`config.mk`:
```
export PLATFORM = sky130hd
export DESIGN_NAME = rs_branch
export DESIGN_NICKNAME = d
export VERILOG_FILES = /design/src/rtl/rs_branch.sv
export SDC_FILE = /design/constraint.sdc
export NUM_CORES = 2
export LEC_CHECK = 0
export CAP_MARGIN = 40
export CORE_MARGIN = 5
export CORE_UTILIZATION = 45
export CTS_BUF_LIST = sky130_fd_sc_hd__clkbuf_4 sky130_fd_sc_hd__clkbuf_8 sky130_fd_sc_hd__clkbuf_16
export DETAILED_ROUTE_END_ITERATION = 16
export PLACE_DENSITY = 0.68
export SYNTH_ARGS = -nofsm -noshare
export SYNTH_HDL_FRONTEND = slang
export SYNTH_SLANG_ARGS = --single-unit
export TNS_END_PERCENT = 100
```
`constraint.sdc`:
```
create_clock -name clk -period 23.7 [get_ports clk]
set_input_delay 2.37 -clock clk [delete_from_list [all_inputs] [get_ports clk]]
set_output_delay 2.37 -clock clk [all_outputs]
set_load 0.05 [all_outputs]
```
`src/rtl/rs_branch.sv`:
```
//-----------------------------------------------------------------------------
// rs_branch
// In-order reservation station for conditional branches (BEQ/BNE/BLT/BGE/
// BLTU/BGEU).
//
// Branch uops are queued in allocation order. Pending operands are woken up
// by snooping the ALU and load/store result broadcast buses (CDBs). The
// oldest entry issues to the branch execute stage once both of its operands
// are resolved. Younger ready entries never pass a stalled head, so execute
// always sees branches in program order.
//
// Optional build macro:
//   RS_BRANCH_HEAD_BYPASS_EN  - the head may also issue in the same cycle
//                               its last operand appears on a CDB. The CDB
//                               data is forwarded straight into the issue
//                               register.
//
// Ports:
//   clk, rst                     clock, asynchronous active-high reset
//   rdy                          global ready; low freezes all state
//   flush_in                     drop every queued entry
//   alloc_en_in, alloc_*_in      allocate one branch uop
//   full_out                     queue full; allocation is ignored while high
//   cdb_alu_*_in, cdb_lsb_*_in   ALU and load/store result broadcasts
//   branch_busy_out              one-cycle issue strobe
//   branch_*_out, pc_out,
//   offset_out                   fields of the issued branch
//-----------------------------------------------------------------------------
`timescale 1ns/1ps

`ifndef RS_BRANCH_TYPES
`define RS_BRANCH_TYPES
`define SINST_T  logic [5:0]
`define ADDR_T   logic [31:0]
`define WORD_T   logic [31:0]
`define REGTAG_T logic [4:0]
`define UNLOCKED 5'd0
`define ZERO     32'd0
`endif

module rs_branch #(
  parameter int DEPTH = 4,
  parameter int PTR_W = 2
) (
  input  logic     clk,
  input  logic     rst,
  input  logic     rdy,
  input  logic     flush_in,

  input  logic     alloc_en_in,
  input  `SINST_T  alloc_op_in,
  input  `ADDR_T   alloc_pc_in,
  input  `WORD_T   alloc_offset_in,
  input  `REGTAG_T alloc_tagx_in,
  input  `REGTAG_T alloc_tagy_in,
  input  `WORD_T   alloc_datax_in,
  input  `WORD_T   alloc_datay_in,
  output logic     full_out,

  input  logic     cdb_alu_en_in,
  input  `REGTAG_T cdb_alu_tag_in,
  input  `WORD_T   cdb_alu_data_in,
  input  logic     cdb_lsb_en_in,
  input  `REGTAG_T cdb_lsb_tag_in,
  input  `WORD_T   cdb_lsb_data_in,

  output logic     branch_busy_out,
  output `SINST_T  branch_op_out,
  output `ADDR_T   pc_out,
  output `WORD_T   offset_out,
  output `REGTAG_T branch_tagx_out,
  output `REGTAG_T branch_tagy_out,
  output `WORD_T   branch_datax_out,
  output `WORD_T   branch_datay_out
);

  localparam logic [PTR_W:0] DEPTH_CNT = (PTR_W+1)'(DEPTH);

  // Entry storage
  `SINST_T  op_q    [DEPTH];
  `ADDR_T   pc_q    [DEPTH];
  `WORD_T   off_q   [DEPTH];
  `REGTAG_T tagx_q  [DEPTH];
  `REGTAG_T tagy_q  [DEPTH];
  `WORD_T   datax_q [DEPTH];
  `WORD_T   datay_q [DEPTH];

  // Operand state after this cycle's wakeup
  `REGTAG_T tagx_n  [DEPTH];
  `REGTAG_T tagy_n  [DEPTH];
  `WORD_T   datax_n [DEPTH];
  `WORD_T   datay_n [DEPTH];

  logic [PTR_W-1:0] head_q;
  logic [PTR_W-1:0] tail_q;
  logic [PTR_W:0]   count_q;
  logic [DEPTH-1:0] valid;
  logic [PTR_W-1:0] offs;

  `REGTAG_T alloc_tagx;
  `REGTAG_T alloc_tagy;
  `WORD_T   alloc_datax;
  `WORD_T   alloc_datay;

  `REGTAG_T head_tagx;
  `REGTAG_T head_tagy;
  `WORD_T   head_datax;
  `WORD_T   head_datay;
  logic     head_ready;

  logic alloc_ok;
  logic issue;

  // An UNLOCKED tag never matches a broadcast, even one carrying that value.
  function automatic logic cdb_match(input `REGTAG_T tag, input logic en,
                                     input `REGTAG_T cdb_tag);
    return en && (tag != `UNLOCKED) && (tag == cdb_tag);
  endfunction

  assign full_out = (count_q == DEPTH_CNT);
  assign alloc_ok = rdy && !flush_in && alloc_en_in && !full_out;
  assign issue    = rdy && !flush_in && head_ready;

  // Wakeup of queued entries. An entry is valid when its distance from head
  // is below count; this also covers the full case where head == tail.
  always_comb begin
    offs = '0;
    for (int i = 0; i < DEPTH; i++) begin
      offs       = PTR_W'(i) - head_q;
      valid[i]   = ({1'b0, offs} < count_q);
      tagx_n[i]  = tagx_q[i];
      tagy_n[i]  = tagy_q[i];
      datax_n[i] = datax_q[i];
      datay_n[i] = datay_q[i];
      if (valid[i]) begin
        // ALU wins if both buses ever matched the same tag.
        if (cdb_match(tagx_q[i], cdb_alu_en_in, cdb_alu_tag_in)) begin
          tagx_n[i]  = `UNLOCKED;
          datax_n[i] = cdb_alu_data_in;
        end else if (cdb_match(tagx_q[i], cdb_lsb_en_in, cdb_lsb_tag_in)) begin
          tagx_n[i]  = `UNLOCKED;
          datax_n[i] = cdb_lsb_data_in;
        end
        if (cdb_match(tagy_q[i], cdb_alu_en_in, cdb_alu_tag_in)) begin
          tagy_n[i]  = `UNLOCKED;
          datay_n[i] = cdb_alu_data_in;
        end else if (cdb_match(tagy_q[i], cdb_lsb_en_in, cdb_lsb_tag_in)) begin
          tagy_n[i]  = `UNLOCKED;
          datay_n[i] = cdb_lsb_data_in;
        end
      end
    end
  end

  // Same-cycle capture for the entry being allocated.
  always_comb begin
    alloc_tagx  = alloc_tagx_in;
    alloc_datax = alloc_datax_in;
    alloc_tagy  = alloc_tagy_in;
    alloc_datay = alloc_datay_in;
    if (cdb_match(alloc_tagx_in, cdb_alu_en_in, cdb_alu_tag_in)) begin
      alloc_tagx  = `UNLOCKED;
      alloc_datax = cdb_alu_data_in;
    end else if (cdb_match(alloc_tagx_in, cdb_lsb_en_in, cdb_lsb_tag_in)) begin
      alloc_tagx  = `UNLOCKED;
      alloc_datax = cdb_lsb_data_in;
    end
    if (cdb_match(alloc_tagy_in, cdb_alu_en_in, cdb_alu_tag_in)) begin
      alloc_tagy  = `UNLOCKED;
      alloc_datay = cdb_alu_data_in;
    end else if (cdb_match(alloc_tagy_in, cdb_lsb_en_in, cdb_lsb_tag_in)) begin
      alloc_tagy  = `UNLOCKED;
      alloc_datay = cdb_lsb_data_in;
    end
  end

  // Head readiness. By default only the stored state counts; the bypass
  // build also accepts an operand arriving on a CDB this very cycle.
  always_comb begin
    head_tagx  = tagx_q[head_q];
    head_tagy  = tagy_q[head_q];
    head_datax = datax_q[head_q];
    head_datay = datay_q[head_q];
`ifdef RS_BRANCH_HEAD_BYPASS_EN
    if (cdb_match(head_tagx, cdb_alu_en_in, cdb_alu_tag_in)) begin
      head_tagx  = `UNLOCKED;
      head_datax = cdb_alu_data_in;
    end else if (cdb_match(head_tagx, cdb_lsb_en_in, cdb_lsb_tag_in)) begin
      head_tagx  = `UNLOCKED;
      head_datax = cdb_lsb_data_in;
    end
    if (cdb_match(head_tagy, cdb_alu_en_in, cdb_alu_tag_in)) begin
      head_tagy  = `UNLOCKED;
      head_datay = cdb_alu_data_in;
    end else if (cdb_match(head_tagy, cdb_lsb_en_in, cdb_lsb_tag_in)) begin
      head_tagy  = `UNLOCKED;
      head_datay = cdb_lsb_data_in;
    end
`endif
    head_ready = (count_q != '0) && (head_tagx == `UNLOCKED) &&
                 (head_tagy == `UNLOCKED);
  end

  // Entry array. A flush leaves stale contents behind; they are invalid
  // because count is zero and are overwritten on the next allocation.
  always_ff @(posedge clk or posedge rst) begin
    if (rst) begin
      for (int i = 0; i < DEPTH; i++) begin
        op_q[i]    <= '0;
        pc_q[i]    <= `ZERO;
        off_q[i]   <= `ZERO;
        tagx_q[i]  <= `UNLOCKED;
        tagy_q[i]  <= `UNLOCKED;
        datax_q[i] <= `ZERO;
        datay_q[i] <= `ZERO;
      end
    end else if (rdy && !flush_in) begin
      for (int i = 0; i < DEPTH; i++) begin
        tagx_q[i]  <= tagx_n[i];
        tagy_q[i]  <= tagy_n[i];
        datax_q[i] <= datax_n[i];
        datay_q[i] <= datay_n[i];
      end
      if (alloc_ok) begin
        op_q[tail_q]    <= alloc_op_in;
        pc_q[tail_q]    <= alloc_pc_in;
        off_q[tail_q]   <= alloc_offset_in;
        tagx_q[tail_q]  <= alloc_tagx;
        tagy_q[tail_q]  <= alloc_tagy;
        datax_q[tail_q] <= alloc_datax;
        datay_q[tail_q] <= alloc_datay;
      end
    end
  end

  // Pointers and occupancy
  always_ff @(posedge clk or posedge rst) begin
    if (rst) begin
      head_q  <= '0;
      tail_q  <= '0;
      count_q <= '0;
    end else if (rdy) begin
      if (flush_in) begin
        head_q  <= '0;
        tail_q  <= '0;
        count_q <= '0;
      end else begin
        if (alloc_ok) tail_q <= tail_q + 1'b1;
        if (issue)    head_q <= head_q + 1'b1;
        case ({alloc_ok, issue})
          2'b10:   count_q <= count_q + 1'b1;
          2'b01:   count_q <= count_q - 1'b1;
          default: count_q <= count_q;
        endcase
      end
    end
  end

  // Issue register. Any cycle without an issue (including stalls and
  // flushes) presents zeros with busy low.
  always_ff @(posedge clk or posedge rst) begin
    if (rst) begin
      branch_busy_out  <= 1'b0;
      branch_op_out    <= '0;
      pc_out           <= `ZERO;
      offset_out       <= `ZERO;
      branch_tagx_out  <= `UNLOCKED;
      branch_tagy_out  <= `UNLOCKED;
      branch_datax_out <= `ZERO;
      branch_datay_out <= `ZERO;
    end else if (issue) begin
      branch_busy_out  <= 1'b1;
      branch_op_out    <= op_q[head_q];
      pc_out           <= pc_q[head_q];
      offset_out       <= off_q[head_q];
      branch_tagx_out  <= `UNLOCKED;
      branch_tagy_out  <= `UNLOCKED;
      branch_datax_out <= head_datax;
      branch_datay_out <= head_datay;
    end else begin
      branch_busy_out  <= 1'b0;
      branch_op_out    <= '0;
      pc_out           <= `ZERO;
      offset_out       <= `ZERO;
      branch_tagx_out  <= `UNLOCKED;
      branch_tagy_out  <= `UNLOCKED;
      branch_datax_out <= `ZERO;
      branch_datay_out <= `ZERO;
    end
  end

endmodule

```
==> summary.md <==
| Metric | Value |
|---|---|
| Root Driver | `clkbuf_16` |
| Largest family of logic cells by synthesized area | `simple AND/OR/NAND/NOR gates` |
| R2r setup slk | `~19 ns` |
| EDFF count, synth | `0` |
| P&R area growth vs syn | `20.6%` |
| Worst skew pair latency | `0.67 ns` |
| Total power | `approximately 0.0042 W` |
| Post-CTS Hold Buffers | `0` |
| Worst Setup Start Kind | `input pin` |
| Mux cell area share after synthesis | `11.5%` |
| Worst slew pin tran | `roughly 1.0 ns` |
| Fmax | `roughly 170 MHz` |
| Setup ws final | `approximately 18 ns` |
| Worst setup EP type | `flip-flop` |
| Clock skew | `approximately 0.064 ns` |
| Max Slew Vio Count | `0` |
| GRT overflow | `0` |
| Final setup viols | `0` |
| Critical Path RT | `24.26 ns` |
| Asr flop ratio synth | `100%` |
| Dpl ws | `~17 ns` |
| CTS clock-pin slew for the worst setup and hold paths | `approximately 0.06 ns` |
| Initial Util | `between 40% and 50%` |
| Simple-Gate Fraction of Synth Area | `between 10% and 20%` |
| Leak Pwr | `a little under 20 nW` |
| First-pass GRT wire length | `around 200 mm` |
| Max stage delay cell, worst path | `nand3_4` |
| Synth warn | `0` |
| Fillers | `about 7.1k` |
| Rel. slew slack | `about a third` |
| Area after DPL | `approximately 0.042 sq mm` |
| Met2 Wirelength | `60.7 mm` |
| Flops & latches, synth | `718` |
| Die span in x | `299 um` |
| Buffers on Ports | `360` |
| Die height | `between 200 and 300 um` |
| Met1 Wirelength | `between 50 and 60 mm` |
| Layout net count | `4208` |
| Post-Synth XOR/XNOR Area | `2.36%` |
| Hold WC Path Type | `reg -> reg` |
| RSZ-0062 raised after global routing | `false` |
| Drc violations | `0` |
| Die Area | `slightly below 0.09 sq mm` |
| DRT iter0 DRCs | `between 3k and 4k` |
| Tcrit/Tclk final | `roughly 25%` |
| PD cells | `about 93 mW/mm^2` |
| Total Routing Usage GR | `28.9%` |
| Final min period | `slightly below 6 ns` |
| Number of antenna violations at the first check in global routing | `32` |
| Core Region | `just over 0.08 sq mm` |
| Resized Gates After CTS | `0` |
| Vias in the first global route | `between 30k and 40k` |
| Sink Count | `around 700` |
| Share of synthesized area occupied by flip-flops and latches | `between 40% and 50%` |
| Max rail drop VDD | `between 70 and 80 uV` |
| Cell Chain, Critical Path | `clkdlybuf4s50_1 > inv_1 > nor2_2 > nand3_4 > a21oi_4 > buf_4 > o221a_2` |
| Slowest stage delay, CP | `approximately 0.83 ns` |
| Crit path arrival time | `about 6.4 ns` |
| Netlist Area Pre-Place | `about 0.038 sq mm` |
| Top layer used by detailed routing | `met5` |
| Vias | `roughly 32k` |
| Final hold violations | `0` |
| Dpl cells | `about 5.0k` |
| Final Wtd Congestion | `0.895` |
| Vias per inst | `between 6 and 7` |
| Final ANT Viol Nets | `0` |
| Adder-Cell Fraction of Synth Area | `less than 1%` |
| Total wire length | `approximately 130 mm` |
| Cell variety after synth | `83` |
| Final instance area | `0.0453 sq mm` |
| Rows | `between 100 and 150` |
| Layout Cells excl Fill | `about 5k` |
| Num CTS Buffers | `between 80 and 90` |
| CTS HTree Levels | `3` |
| Syn Area/Cell | `around 10 sq um` |
| Largest net degree at the start of global routing | `a little over 100` |
| Max-cap violations | `0` |
| Worst-path maximum fanout | `46` |
| Average wire per standard cell | `25.8 um` |
| Setup CP Type | `in -> reg` |
| Detail Placement HPWL | `79.1 mm` |
| Setup TNS | `0 ns` |
| Synthesized instance count | `~3.8k` |
| CTS tree | `built` |
| Status | `finished, final reports clean` |
| Ys flop type | `dfrtp_1` |
| Detailed Routing Iterations Pass 1 | `7` |
| Layout cell share with drive strength beyond 1 | `~17%` |
| Postcts setup bufs | `0` |
| Compound-Gate Fraction of Synth Area | `about an eighth` |
| Clock Tree Buf Depth | `3` |
| I/O Pins | `around 370` |
| Met3 WL | `roughly 14 mm` |
==> layout by cell type (no fill, tap or decap), types with 59 or more instances in the layout <==
cell type / n
nand3_1: 99
a21oi_1: 75
mux2i_1: 92
clkbuf_16: 83
o22ai_1: 59
inv_1: 72
buf_4: 60
clkdlybuf4s50_1: 360
nor3_1: 105
o21ai_0: 110
dfrtp_1: 716
o221a_2: 187
nand2_1: 1054
nor2_1: 114
mux4_2: 134
and2_1: 135
==> synthesized netlist by cell type (27+ instances only) <==
| master | number | area [sq um] |
|---|---|---|
| nand2_1 | 1054 | 3960 |
| dfrtp_1 | 718 | 18000 |
| clkbuf_1 | 214 | 803 |
| o221a_2 | 187 | 2110 |
| and2_1 | 135 | 845 |
| mux4_2 | 134 | 3020 |
| nor2_1 | 117 | 439 |
| o21ai_0 | 110 | 551 |
| nor3_1 | 109 | 546 |
| nand3_1 | 101 | 505 |
| mux2i_1 | 92 | 921 |
| buf_2 | 90 | 450 |
| a21oi_1 | 79 | 395 |
| inv_1 | 73 | 274 |
| o22ai_1 | 59 | 369 |
| xnor2_1 | 58 | 508 |
| xor2_1 | 43 | 377 |
| a31oi_1 | 35 | 219 |
| mux2_2 | 34 | 383 |
| or2_2 | 34 | 213 |
| a21o_1 | 27 | 203 |
| o221a_1 | 27 | 304 |
==> flip-flops by register name, summed over array words and instances, names as in the netlist <==
signal and cells:
pc_q 128, branch_busy_out 1, tagy_q 20, tail_q 2
off_q 128, pc_out 32, datax_q 128, branch_datay_out 32
count_q 3, branch_datax_out 32, head_q 2, datay_q 128
op_q 24, tagx_q 20, offset_out 32, branch_op_out 6
==> path summary, 6_finish.rpt <==
check / start / end / cells after the start
setup / recovery: rdy / datax_q[23] / 7
hold / removal: op_q[18] / op_q[18] / 2
setup reg to reg: head_q[1] / datax_q[68] / 10
hold reg to reg: op_q[18] / op_q[18] / 2
max in group asynchronous: rst / head_q[1] / 5
min in group asynchronous: rst / branch_datay_out[22] / 2
==> through the flow <==
step                utilization [%]  hold WS, ns
finish                         55.0        0.470
global route                   54.9        0.488
CTS                            54.9        0.472
detailed placement             51.1        0.457
global placement               50.3        0.452
floorplan                         -        0.440
==> critical path, delay by kind of cell <==
family	cells	cell delay [ns]
AND/OR/NAND/NOR	2	1.57
AO/OA/AOI/OAI	2	1.09
buffers and inverters	3	1.31
==> logic make-up (layout without fill, tap and decap cells) <==
| family | after synthesis | in the layout |
|---|---|---|
| compound gates | 608 | 608 |
| buf+inv | 437 | 671 |
| xor+xnor | 101 | 101 |
| simple gates | 1664 | 1664 |
| flops | 718 | 718 |
| fa+ha+maj | 9 | 9 |
| other cells | 1 | 39 |
| mux | 260 | 260 |
==> power breakdown <==
group          switching, W  internal, W
Clock              0.000570     0.000875
Sequential         0.000244      0.00161
Combinational      0.000409     0.000497
Total               0.00122      0.00298
==> metal layers <==
| layer | GRT usage (%) | vias up |
|---|---|---|
| met5 | 0.162 | - |
| met4 | 15.7 | 8 |
| met3 | 7.11 | 426 |
| met2 | 45.1 | 1838 |
| met1 | 37.4 | 15734 |
| li1 | - | 13627 |
==> cell type report <==
class / instances / area [sq um] / share of cell area [%]
sequential: 718 / 18000 / 39.7
multi-input combinational: 2652 / 17800 / 39.3
timing repair buffer: 445 / 4670 / 10.3
clock buffer: 104 / 2300 / 5.07
tap: 1070 / 1340 / 2.96
clock inverter: 48 / 835 / 1.84
inverter: 74 / 290 / 0.641
antenna: 29 / 72.6 / 0.160
Power figures use the tool's default switching activity.
